[src/rtl/frontend_rr_arbiter_if.sv]
// Handshake bundle between the per-core requesters / DRAM controller and the
// frontend round-robin arbiter.
//   in_valid  [NUM_CORES]        per-core request valid
//   in_ready  [NUM_CORES]        per-core FIFO can accept
//   in_req    [NUM_CORES*REQ_W]  per-core request, core k at [k*REQ_W +: REQ_W]
//   out_valid                    registered request available
//   out_ready                    controller accepts out_req this cycle
//   out_req   [REQ_W]            granted request, core_num = source port index
//   out_grant [NUM_CORES]        one-hot source of out_req, 0 when idle
//   fifo_full [NUM_CORES]        per-core FIFO full status
// master: requesters + controller side.  slave: the arbiter.
interface frontend_rr_arbiter_if #(
  parameter int NUM_CORES = 4,
  parameter int REQ_W     = 37
);
  logic [NUM_CORES-1:0]       in_valid;
  logic [NUM_CORES-1:0]       in_ready;
  logic [NUM_CORES*REQ_W-1:0] in_req;
  logic                       out_valid;
  logic                       out_ready;
  logic [REQ_W-1:0]           out_req;
  logic [NUM_CORES-1:0]       out_grant;
  logic [NUM_CORES-1:0]       fifo_full;

  modport master (
    output in_valid, in_req, out_ready,
    input  in_ready, out_valid, out_req, out_grant, fifo_full
  );

  modport slave (
    input  in_valid, in_req, out_ready,
    output in_ready, out_valid, out_req, out_grant, fifo_full
  );
endinterface

[src/rtl/frontend_rr_arbiter.sv]
// Frontend round-robin arbiter: shares the single command path into the DRAM
// global controller between NUM_CORES requesters. Each core pushes into a
// private circular FIFO; a round-robin search pops one entry per cycle into a
// registered output stage. The core_num tag of the outgoing request is
// overwritten with the physical port index so response routing never depends
// on requester-supplied tags.
// Ports:
//   clk  rising-edge clock
//   rst  asynchronous active-high reset
//   bus  frontend_rr_arbiter_if.slave (in_valid/in_ready/in_req per core,
//        out_valid/out_ready/out_req/out_grant, fifo_full)
// Request layout MSB..LSB: op_type, data_type[1:0], row, col, bank,
// req_id[4:0], core_num[1:0].
module frontend_rr_arbiter #(
  parameter int NUM_CORES  = 4,
  parameter int FIFO_DEPTH = 4,
  parameter int ROW_BITS   = 14,
  parameter int COL_BITS   = 10,
  parameter int BANK_BITS  = 3,
  parameter int REQ_W      = 1 + 2 + ROW_BITS + COL_BITS + BANK_BITS + 5 + 2
) (
  input logic                  clk,
  input logic                  rst,
  frontend_rr_arbiter_if.slave bus
);

  localparam int AW = $clog2(FIFO_DEPTH);
  localparam int CW = $clog2(NUM_CORES);

  // Per-core storage and pointers. Pointers carry one extra wrap bit above the
  // index so a full FIFO (same index, different wrap) is distinct from empty.
  logic [REQ_W-1:0] r_mem  [NUM_CORES][FIFO_DEPTH];
  logic [AW:0]      r_wptr [NUM_CORES];
  logic [AW:0]      r_rptr [NUM_CORES];

  logic [CW-1:0]        r_ptr;
  logic                 r_out_valid;
  logic [REQ_W-1:0]     r_out_req;
  logic [NUM_CORES-1:0] r_out_grant;

  logic [NUM_CORES-1:0] w_empty;
  logic [NUM_CORES-1:0] w_full;
  logic [NUM_CORES-1:0] w_in_ready;
  logic [NUM_CORES-1:0] w_push;
  logic [NUM_CORES-1:0] w_pop;
  logic [NUM_CORES-1:0] w_grant;
  logic                 w_found;
  logic [CW-1:0]        w_win;
  logic                 w_load;
  logic [REQ_W-1:0]     w_head;
  logic [REQ_W-1:0]     w_stamped;

  always_comb begin
    w_empty = '0;
    w_full  = '0;
    for (int k = 0; k < NUM_CORES; k++) begin
      w_empty[k] = (r_wptr[k] == r_rptr[k]);
      w_full[k]  = (r_wptr[k][AW] != r_rptr[k][AW]) &&
                   (r_wptr[k][AW-1:0] == r_rptr[k][AW-1:0]);
    end
  end

  // Readiness depends only on the pre-pop full flag, so a pop from a full
  // FIFO cannot let a push through in the same cycle.
  assign w_in_ready = ~w_full & {NUM_CORES{~rst}};
  assign w_push     = bus.in_valid & w_in_ready;

  // Round-robin search starting at r_ptr; index arithmetic wraps naturally
  // because NUM_CORES is a power of two.
  always_comb begin
    logic [CW-1:0] idx;
    idx     = '0;
    w_found = 1'b0;
    w_win   = '0;
    for (int i = 0; i < NUM_CORES; i++) begin
      idx = r_ptr + CW'(i);
      if (!w_found && !w_empty[idx]) begin
        w_found = 1'b1;
        w_win   = idx;
      end
    end
  end

  assign w_load = !r_out_valid || bus.out_ready;
  assign w_head = r_mem[w_win][r_rptr[w_win][AW-1:0]];

  always_comb begin
    w_stamped      = w_head;
    w_stamped[1:0] = 2'(w_win);
    w_grant        = '0;
    w_grant[w_win] = 1'b1;
    w_pop          = '0;
    if (w_load && w_found) begin
      w_pop[w_win] = 1'b1;
    end
  end

  // FIFO storage: data only, no reset needed.
  always_ff @(posedge clk) begin
    for (int k = 0; k < NUM_CORES; k++) begin
      if (w_push[k]) begin
        r_mem[k][r_wptr[k][AW-1:0]] <= bus.in_req[k*REQ_W +: REQ_W];
      end
    end
  end

  always_ff @(posedge clk or posedge rst) begin
    if (rst) begin
      for (int k = 0; k < NUM_CORES; k++) begin
        r_wptr[k] <= '0;
        r_rptr[k] <= '0;
      end
    end else begin
      for (int k = 0; k < NUM_CORES; k++) begin
        if (w_push[k]) r_wptr[k] <= r_wptr[k] + (AW+1)'(1);
        if (w_pop[k])  r_rptr[k] <= r_rptr[k] + (AW+1)'(1);
      end
    end
  end

  // Output register stage: loads when empty or being consumed, holds on stall.
  always_ff @(posedge clk or posedge rst) begin
    if (rst) begin
      r_out_valid <= 1'b0;
      r_out_req   <= '0;
      r_out_grant <= '0;
      r_ptr       <= '0;
    end else if (w_load) begin
      if (w_found) begin
        r_out_valid <= 1'b1;
        r_out_req   <= w_stamped;
        r_out_grant <= w_grant;
        r_ptr       <= w_win + CW'(1);
      end else begin
        r_out_valid <= 1'b0;
        r_out_grant <= '0;
      end
    end
  end

  assign bus.in_ready  = w_in_ready;
  assign bus.fifo_full = w_full;
  assign bus.out_valid = r_out_valid;
  assign bus.out_req   = r_out_req;
  assign bus.out_grant = r_out_grant;

endmodule
[src/flat_wrapper.sv]
// flat-port wrapper written by rule: the top's interface ports become plain ports
module frontend_rr_arbiter_flat 
#(
  parameter int NUM_CORES  = 4,
  parameter int FIFO_DEPTH = 4,
  parameter int ROW_BITS   = 14,
  parameter int COL_BITS   = 10,
  parameter int BANK_BITS  = 3,
  parameter int REQ_W      = 1 + 2 + ROW_BITS + COL_BITS + BANK_BITS + 5 + 2
)
  (clk, rst, bus_in_valid, bus_in_req, bus_out_ready, bus_in_ready, bus_out_valid, bus_out_req, bus_out_grant, bus_fifo_full);
  frontend_rr_arbiter_if #(.NUM_CORES(NUM_CORES), .REQ_W(REQ_W)) bus_i ();
  input logic clk;
  input logic rst;
  input wire logic [$bits(bus_i.in_valid)-1:0] bus_in_valid;
  input wire logic [$bits(bus_i.in_req)-1:0] bus_in_req;
  input wire logic [$bits(bus_i.out_ready)-1:0] bus_out_ready;
  output wire logic [$bits(bus_i.in_ready)-1:0] bus_in_ready;
  output wire logic [$bits(bus_i.out_valid)-1:0] bus_out_valid;
  output wire logic [$bits(bus_i.out_req)-1:0] bus_out_req;
  output wire logic [$bits(bus_i.out_grant)-1:0] bus_out_grant;
  output wire logic [$bits(bus_i.fifo_full)-1:0] bus_fifo_full;
  assign bus_i.in_valid = bus_in_valid;
  assign bus_i.in_req = bus_in_req;
  assign bus_i.out_ready = bus_out_ready;
  assign bus_in_ready = bus_i.in_ready;
  assign bus_out_valid = bus_i.out_valid;
  assign bus_out_req = bus_i.out_req;
  assign bus_out_grant = bus_i.out_grant;
  assign bus_fifo_full = bus_i.fifo_full;
  frontend_rr_arbiter #(.NUM_CORES(NUM_CORES), .FIFO_DEPTH(FIFO_DEPTH), .ROW_BITS(ROW_BITS), .COL_BITS(COL_BITS), .BANK_BITS(BANK_BITS), .REQ_W(REQ_W)) u_core (.clk(clk), .rst(rst), .bus(bus_i));
endmodule
[config.mk]
export PLATFORM = sky130hd
export DESIGN_NAME = frontend_rr_arbiter_flat
export DESIGN_NICKNAME = d
export VERILOG_FILES = /design/src/rtl/frontend_rr_arbiter_if.sv /design/src/rtl/frontend_rr_arbiter.sv /design/src/flat_wrapper.sv
export SDC_FILE = /design/constraint.sdc
export NUM_CORES = 1
export LEC_CHECK = 0
export ABC_AREA = 0
export CORE_MARGIN = 10
export CORE_UTILIZATION = 44
export DETAILED_ROUTE_END_ITERATION = 6
export HOLD_SLACK_MARGIN = 0.02
export PLACE_DENSITY_LB_ADDON = 0.08
export SLEW_MARGIN = 20
export SYNTH_ARGS = -nofsm -noshare
export SYNTH_HDL_FRONTEND = slang
export SYNTH_SLANG_ARGS = --single-unit
export TNS_END_PERCENT = 100
[constraint.sdc]
create_clock -name clk -period 3.6 [get_ports clk]
set_clock_uncertainty 0.2 [all_clocks]
set_input_delay 0.36 -clock clk [delete_from_list [all_inputs] [get_ports clk]]
set_output_delay 0.36 -clock clk [all_outputs]
set_load 0.02 [all_outputs]
==> metrics.log <==
INFO  metric synth-seq-area-share = around three quarters
INFO  metric crit_path_max_incr_delay = approximately 0.42 ns
INFO  metric setup.worst_path.end_class = register
INFO  metric finalMaxSlewViolations = 0
INFO  metric grt_pass1_vias = 15600
INFO  metric powerDensity = 1080 mW/mm^2
INFO  metric syn_nets = 2069
INFO  metric grt_first_pass_wirelength = 104 mm
INFO  metric cts_made_buffers = 69
INFO  metric critPathMaxFanout = 36
INFO  metric cts.sink_count = 628
INFO  metric clk_latency = 0.62 ns
INFO  metric dominant_combinational_cell_family_by_area_after_synthesis = simple AND/OR/NAND/NOR gates
INFO  metric multiInputGateArea = 0.00602 sq mm
INFO  metric rsz0062_at_grt = false
INFO  metric initialDrtViolationCount = around 1600
INFO  metric cts_tree = built
INFO  metric placement_rows = 87
INFO  metric final_estimated_routing_congestion_in_global_placement = 0.798
INFO  metric synth_compound_area_share = around 6.6%
INFO  metric die_h = 259 microns
INFO  metric timing.critical_path.required = 3.88 ns
INFO  metric dieWidth = between 200 and 300 microns
INFO  metric cap_violations = 0
INFO  metric totalNegativeSetupSlack = 0 ns
INFO  metric num_ports = 205
INFO  metric synth.yosys.warnings = 0
INFO  metric worst_setup_path_start_kind = register
INFO  metric drive_above_1_share = 9.07%
INFO  metric gr-total-overflow = 0
INFO  metric final_period_minus_worst_setup_slack = 3.38 ns
INFO  metric clk_pin_slew = approximately 0.060 ns
INFO  metric hp-class = primary input to async pin
INFO  metric synth.distinct_cells = 33
INFO  metric avgSynthCellArea = 13.2 sq um
INFO  metric result_of_the_run = complete, no violations
INFO  metric drt.antenna.violating_nets = 0
INFO  metric critical_path_arrival = approximately 3.7 ns
INFO  metric clock_path_buffers = 3
INFO  metric cts.root.buffer_cell = sky130_fd_sc_hd__clkbuf_16
INFO  metric die_area = 0.0668 sq mm
INFO  metric dpl_cell_area = between 0.02 and 0.03 sq mm
INFO  metric worst_vdd_ir = 0.00178 V
INFO  metric synth.area.mux_share = less than 1%
INFO  metric antenna_found_initial = 6
INFO  metric detailedRoute.firstPassIterationCount = 5
INFO  metric crit_path_cell_trace = xor2_1 > nor3_2 > o211ai_1 > a211o_4 > inv_8 > mux2i_1 > mux2_2 > buf_12 > a311oi_1 > o21ai_0 > nand3_1
INFO  metric final.period_utilization = 93.8%
INFO  metric slew_headroom = 60.2%
INFO  metric clock_tree.htree_level_count = 3
INFO  metric netlist_instances = 1890
INFO  metric path_class = register to register
INFO  metric routedWlPerCell = 24.6 microns
INFO  metric start_util = 44.4%
INFO  metric grt.total_usage = 21.0%
INFO  metric crit_path_buf_inv_count = 2
INFO  metric filler_cell_count = 4711
INFO  metric place_hpwl = 42.6 mm
INFO  metric drt_wl_total = 71.5 mm
INFO  metric power.static_leakage = 11.2 nW
INFO  metric dr_total_vias = 16000
INFO  metric yosys.area_share.simple = around 15%
INFO  metric area_growth = 22.7%
INFO  metric synthXorXnorAreaFrac = less than 1%
INFO  metric placeable_area = 0.0564 sq mm
INFO  metric path_delay_family = compound AO/OA/AOI/OAI gates
INFO  metric number_of_drc_violations_after_detailed_routing = 0
INFO  metric final_cell_area = 0.0307 sq mm
INFO  metric maximum_number_of_pins_on_one_net_before_global_route_repair = 125
INFO  metric register_area = 0.0185 sq mm
INFO  metric io_buffer_count = 196
INFO  metric cp_slowest_cell = sky130_fd_sc_hd__dfrtp_1
INFO  metric hold_viol = 0
INFO  metric synth_seq_cells = approximately 630
INFO  metric layout.nets = 2272
INFO  metric timing_worst_slew_pin_value = 0.596 ns
INFO  metric endpoints_failing_setup = 0
INFO  metric area_of_the_mapped_netlist = 0.0250 sq mm
INFO  metric synth-adder-area-share = 1.20%
INFO  metric max_freq = approximately 300 MHz
INFO  metric post_drt_via_cell_ratio = 5.51
==> final cells by class <==
| type | instances | area share [%] |
|---|---|---|
| timing repair buffer | 252 | 8.67 |
| clock buffer | 98 | 6.51 |
| clock inverter | 30 | 1.62 |
| inverter | 13 | 0.195 |
| sequential | 628 | 60.3 |
| antenna | 5 | 0.0407 |
| multi-input combinational | 1129 | 19.6 |
| tap | 756 | 3.08 |
==> metal layers <==
metal | up-vias | part of all wire (%) | wire length (microns) | track usage [%]
met4 | 4 | 1.8 | 1290 | 6.44
met5 | - | 0.022 | 16 | 0
li1 | 7347 | - | - | -
met3 | 93 | 7.4 | 5320 | 3.57
met2 | 648 | 48 | 34200 | 34.3
met1 | 7952 | 43 | 30700 | 28.5
==> registers in the layout, summed over array words and instances (netlist names) <==
register,flops
u_core.r_mem,560
u_core.bus.out_req,37
u_core.r_rptr,12
u_core.r_wptr,12
u_core.bus.out_grant,4
u_core.r_ptr,2
u_core.bus.out_valid,1
==> kinds of logic (layout without fill, tap and decap cells) <==
family,Yosys count,in the layout
fa+ha+maj,24,24
xor+xnor,28,28
flops,628,628
other cells,0,5
mux,11,11
compound gates,224,224
buf+inv,133,393
simple gates,842,842
==> path summary, 6_finish.rpt <==
path | end | from | slack, ns | cells past startpoint
min in group clk | u_core.r_mem[2][10] | bus_in_req[84] | 0.18 | 1
max | u_core.bus.out_req[19] | u_core.r_wptr[7] | 0.22 | 11
min | u_core.bus.out_req[7] | rst | 0.02 | 2
min reg2reg | u_core.bus.out_grant[0] | u_core.bus.out_grant[0] | 0.27 | 2
max in group asynchronous | u_core.bus.out_req[26] | rst | 2.45 | 3
max reg2reg | u_core.bus.out_req[19] | u_core.r_wptr[7] | 0.22 | 11
==> synth_stat cells <==
library cell	count	area share (%)
sky130_fd_sc_hd__nand2_1	617	9.3
sky130_fd_sc_hd__and2_1	8	0.20
sky130_fd_sc_hd__a311oi_1	140	4.9
sky130_fd_sc_hd__nor2_1	13	0.19
sky130_fd_sc_hd__a31oi_1	1	0.025
sky130_fd_sc_hd__nor2b_1	1	0.025
sky130_fd_sc_hd__nand3_1	41	0.82
sky130_fd_sc_hd__and3_1	156	3.9
sky130_fd_sc_hd__a21oi_1	2	0.040
sky130_fd_sc_hd__o21ai_1	10	0.20
sky130_fd_sc_hd__mux2_2	5	0.22
sky130_fd_sc_hd__clkbuf_1	87	1.3
sky130_fd_sc_hd__mux2i_1	6	0.24
sky130_fd_sc_hd__buf_2	28	0.56
sky130_fd_sc_hd__buf_1	2	0.030
sky130_fd_sc_hd__o211ai_1	1	0.030
sky130_fd_sc_hd__inv_1	12	0.18
sky130_fd_sc_hd__a21bo_1	1	0.040
sky130_fd_sc_hd__buf_4	2	0.060
sky130_fd_sc_hd__nor3_1	2	0.040
sky130_fd_sc_hd__o21ai_0	67	1.3
sky130_fd_sc_hd__or2_2	1	0.025
sky130_fd_sc_hd__edfxtp_1	560	67
sky130_fd_sc_hd__xnor2_1	18	0.63
sky130_fd_sc_hd__a211o_1	1	0.035
sky130_fd_sc_hd__buf_6	1	0.045
sky130_fd_sc_hd__a22oi_1	1	0.030
sky130_fd_sc_hd__nand2b_1	1	0.025
sky130_fd_sc_hd__dfrtp_1	68	6.8
sky130_fd_sc_hd__nor3_2	2	0.080
sky130_fd_sc_hd__ha_1	24	1.2
sky130_fd_sc_hd__xor2_1	10	0.35
sky130_fd_sc_hd__clkinv_2	1	0.020
==> worst reg2reg max path: cells and delay by family (launching register included) <==
kind,cells,cell delay [ns]
buffers and inverters,2,0.37
xor gates and xnor gates,1,0.20
AOI/OAI and AO/OA,4,0.92
DFF,1,0.42
muxes,2,0.73
and+or+nand+nor,2,0.41
==> stage by stage <==
step	total power [W]	hold slack [ns]	setup slack (ns)	utilization, %	cells
final	0.0333	0.0152	0.222	54.5	2911
after global routing	0.0354	0.0839	0.000717	54.5	2910
after CTS	0.0334	0.0386	0.225	54.4	2906
after detailed placement	0.0257	0.260	0.233	50.0	2778
after global placement	0.0255	0.263	0.310	50.0	2778
after floorplan	0.0201	0.259	0.661	-	1890
==> power breakdown <==
part           leakage (nW)  switching [W]  internal, W  total [W]
registers              5.91       0.000517      0.00917    0.00969
logic                  4.05         0.0103      0.00565     0.0159
clock network          1.22        0.00284      0.00482    0.00766
total                  11.2         0.0136       0.0196     0.0333
==> placed cells by master (no fill, tap or decap), types with 2 or more instances in the layout <==
cell type,synthesis,layout
sky130_fd_sc_hd__nand2_1,617,617
sky130_fd_sc_hd__edfxtp_1,560,560
sky130_fd_sc_hd__clkdlybuf4s50_1,0,196
sky130_fd_sc_hd__and3_1,156,140
sky130_fd_sc_hd__a311oi_1,140,140
sky130_fd_sc_hd__clkbuf_16,0,72
sky130_fd_sc_hd__dfrtp_1,68,68
sky130_fd_sc_hd__o21ai_0,67,67
sky130_fd_sc_hd__nand3_1,41,41
sky130_fd_sc_hd__buf_4,2,34
sky130_fd_sc_hd__ha_1,24,24
sky130_fd_sc_hd__buf_12,0,21
sky130_fd_sc_hd__xnor2_1,18,18
sky130_fd_sc_hd__and3_2,0,16
sky130_fd_sc_hd__clkbuf_1,87,16
sky130_fd_sc_hd__bufinv_16,0,13
sky130_fd_sc_hd__nor2_1,13,12
sky130_fd_sc_hd__xor2_1,10,10
sky130_fd_sc_hd__inv_1,12,10
sky130_fd_sc_hd__o21ai_1,10,10
sky130_fd_sc_hd__clkbuf_8,0,10
sky130_fd_sc_hd__and2_1,8,7
sky130_fd_sc_hd__clkinv_2,1,7
sky130_fd_sc_hd__diode_2,0,5
sky130_fd_sc_hd__mux2_2,5,5
sky130_fd_sc_hd__inv_6,0,5
sky130_fd_sc_hd__clkinv_1,0,5
sky130_fd_sc_hd__mux2i_1,6,4
sky130_fd_sc_hd__nor3_2,2,2
sky130_fd_sc_hd__nor3_1,2,2
sky130_fd_sc_hd__a21oi_1,2,2
==> what timing repair did <==
item                                   in CTS  in global routing
hold buffers                                0                  0
gates resized for setup                     0                  3
endpoints found under the hold margin       0                  0
setup endpoints to repair                   0                  7
setup buffers                               0                  0
No activity file was read; power rests on OpenSTA's default activity.
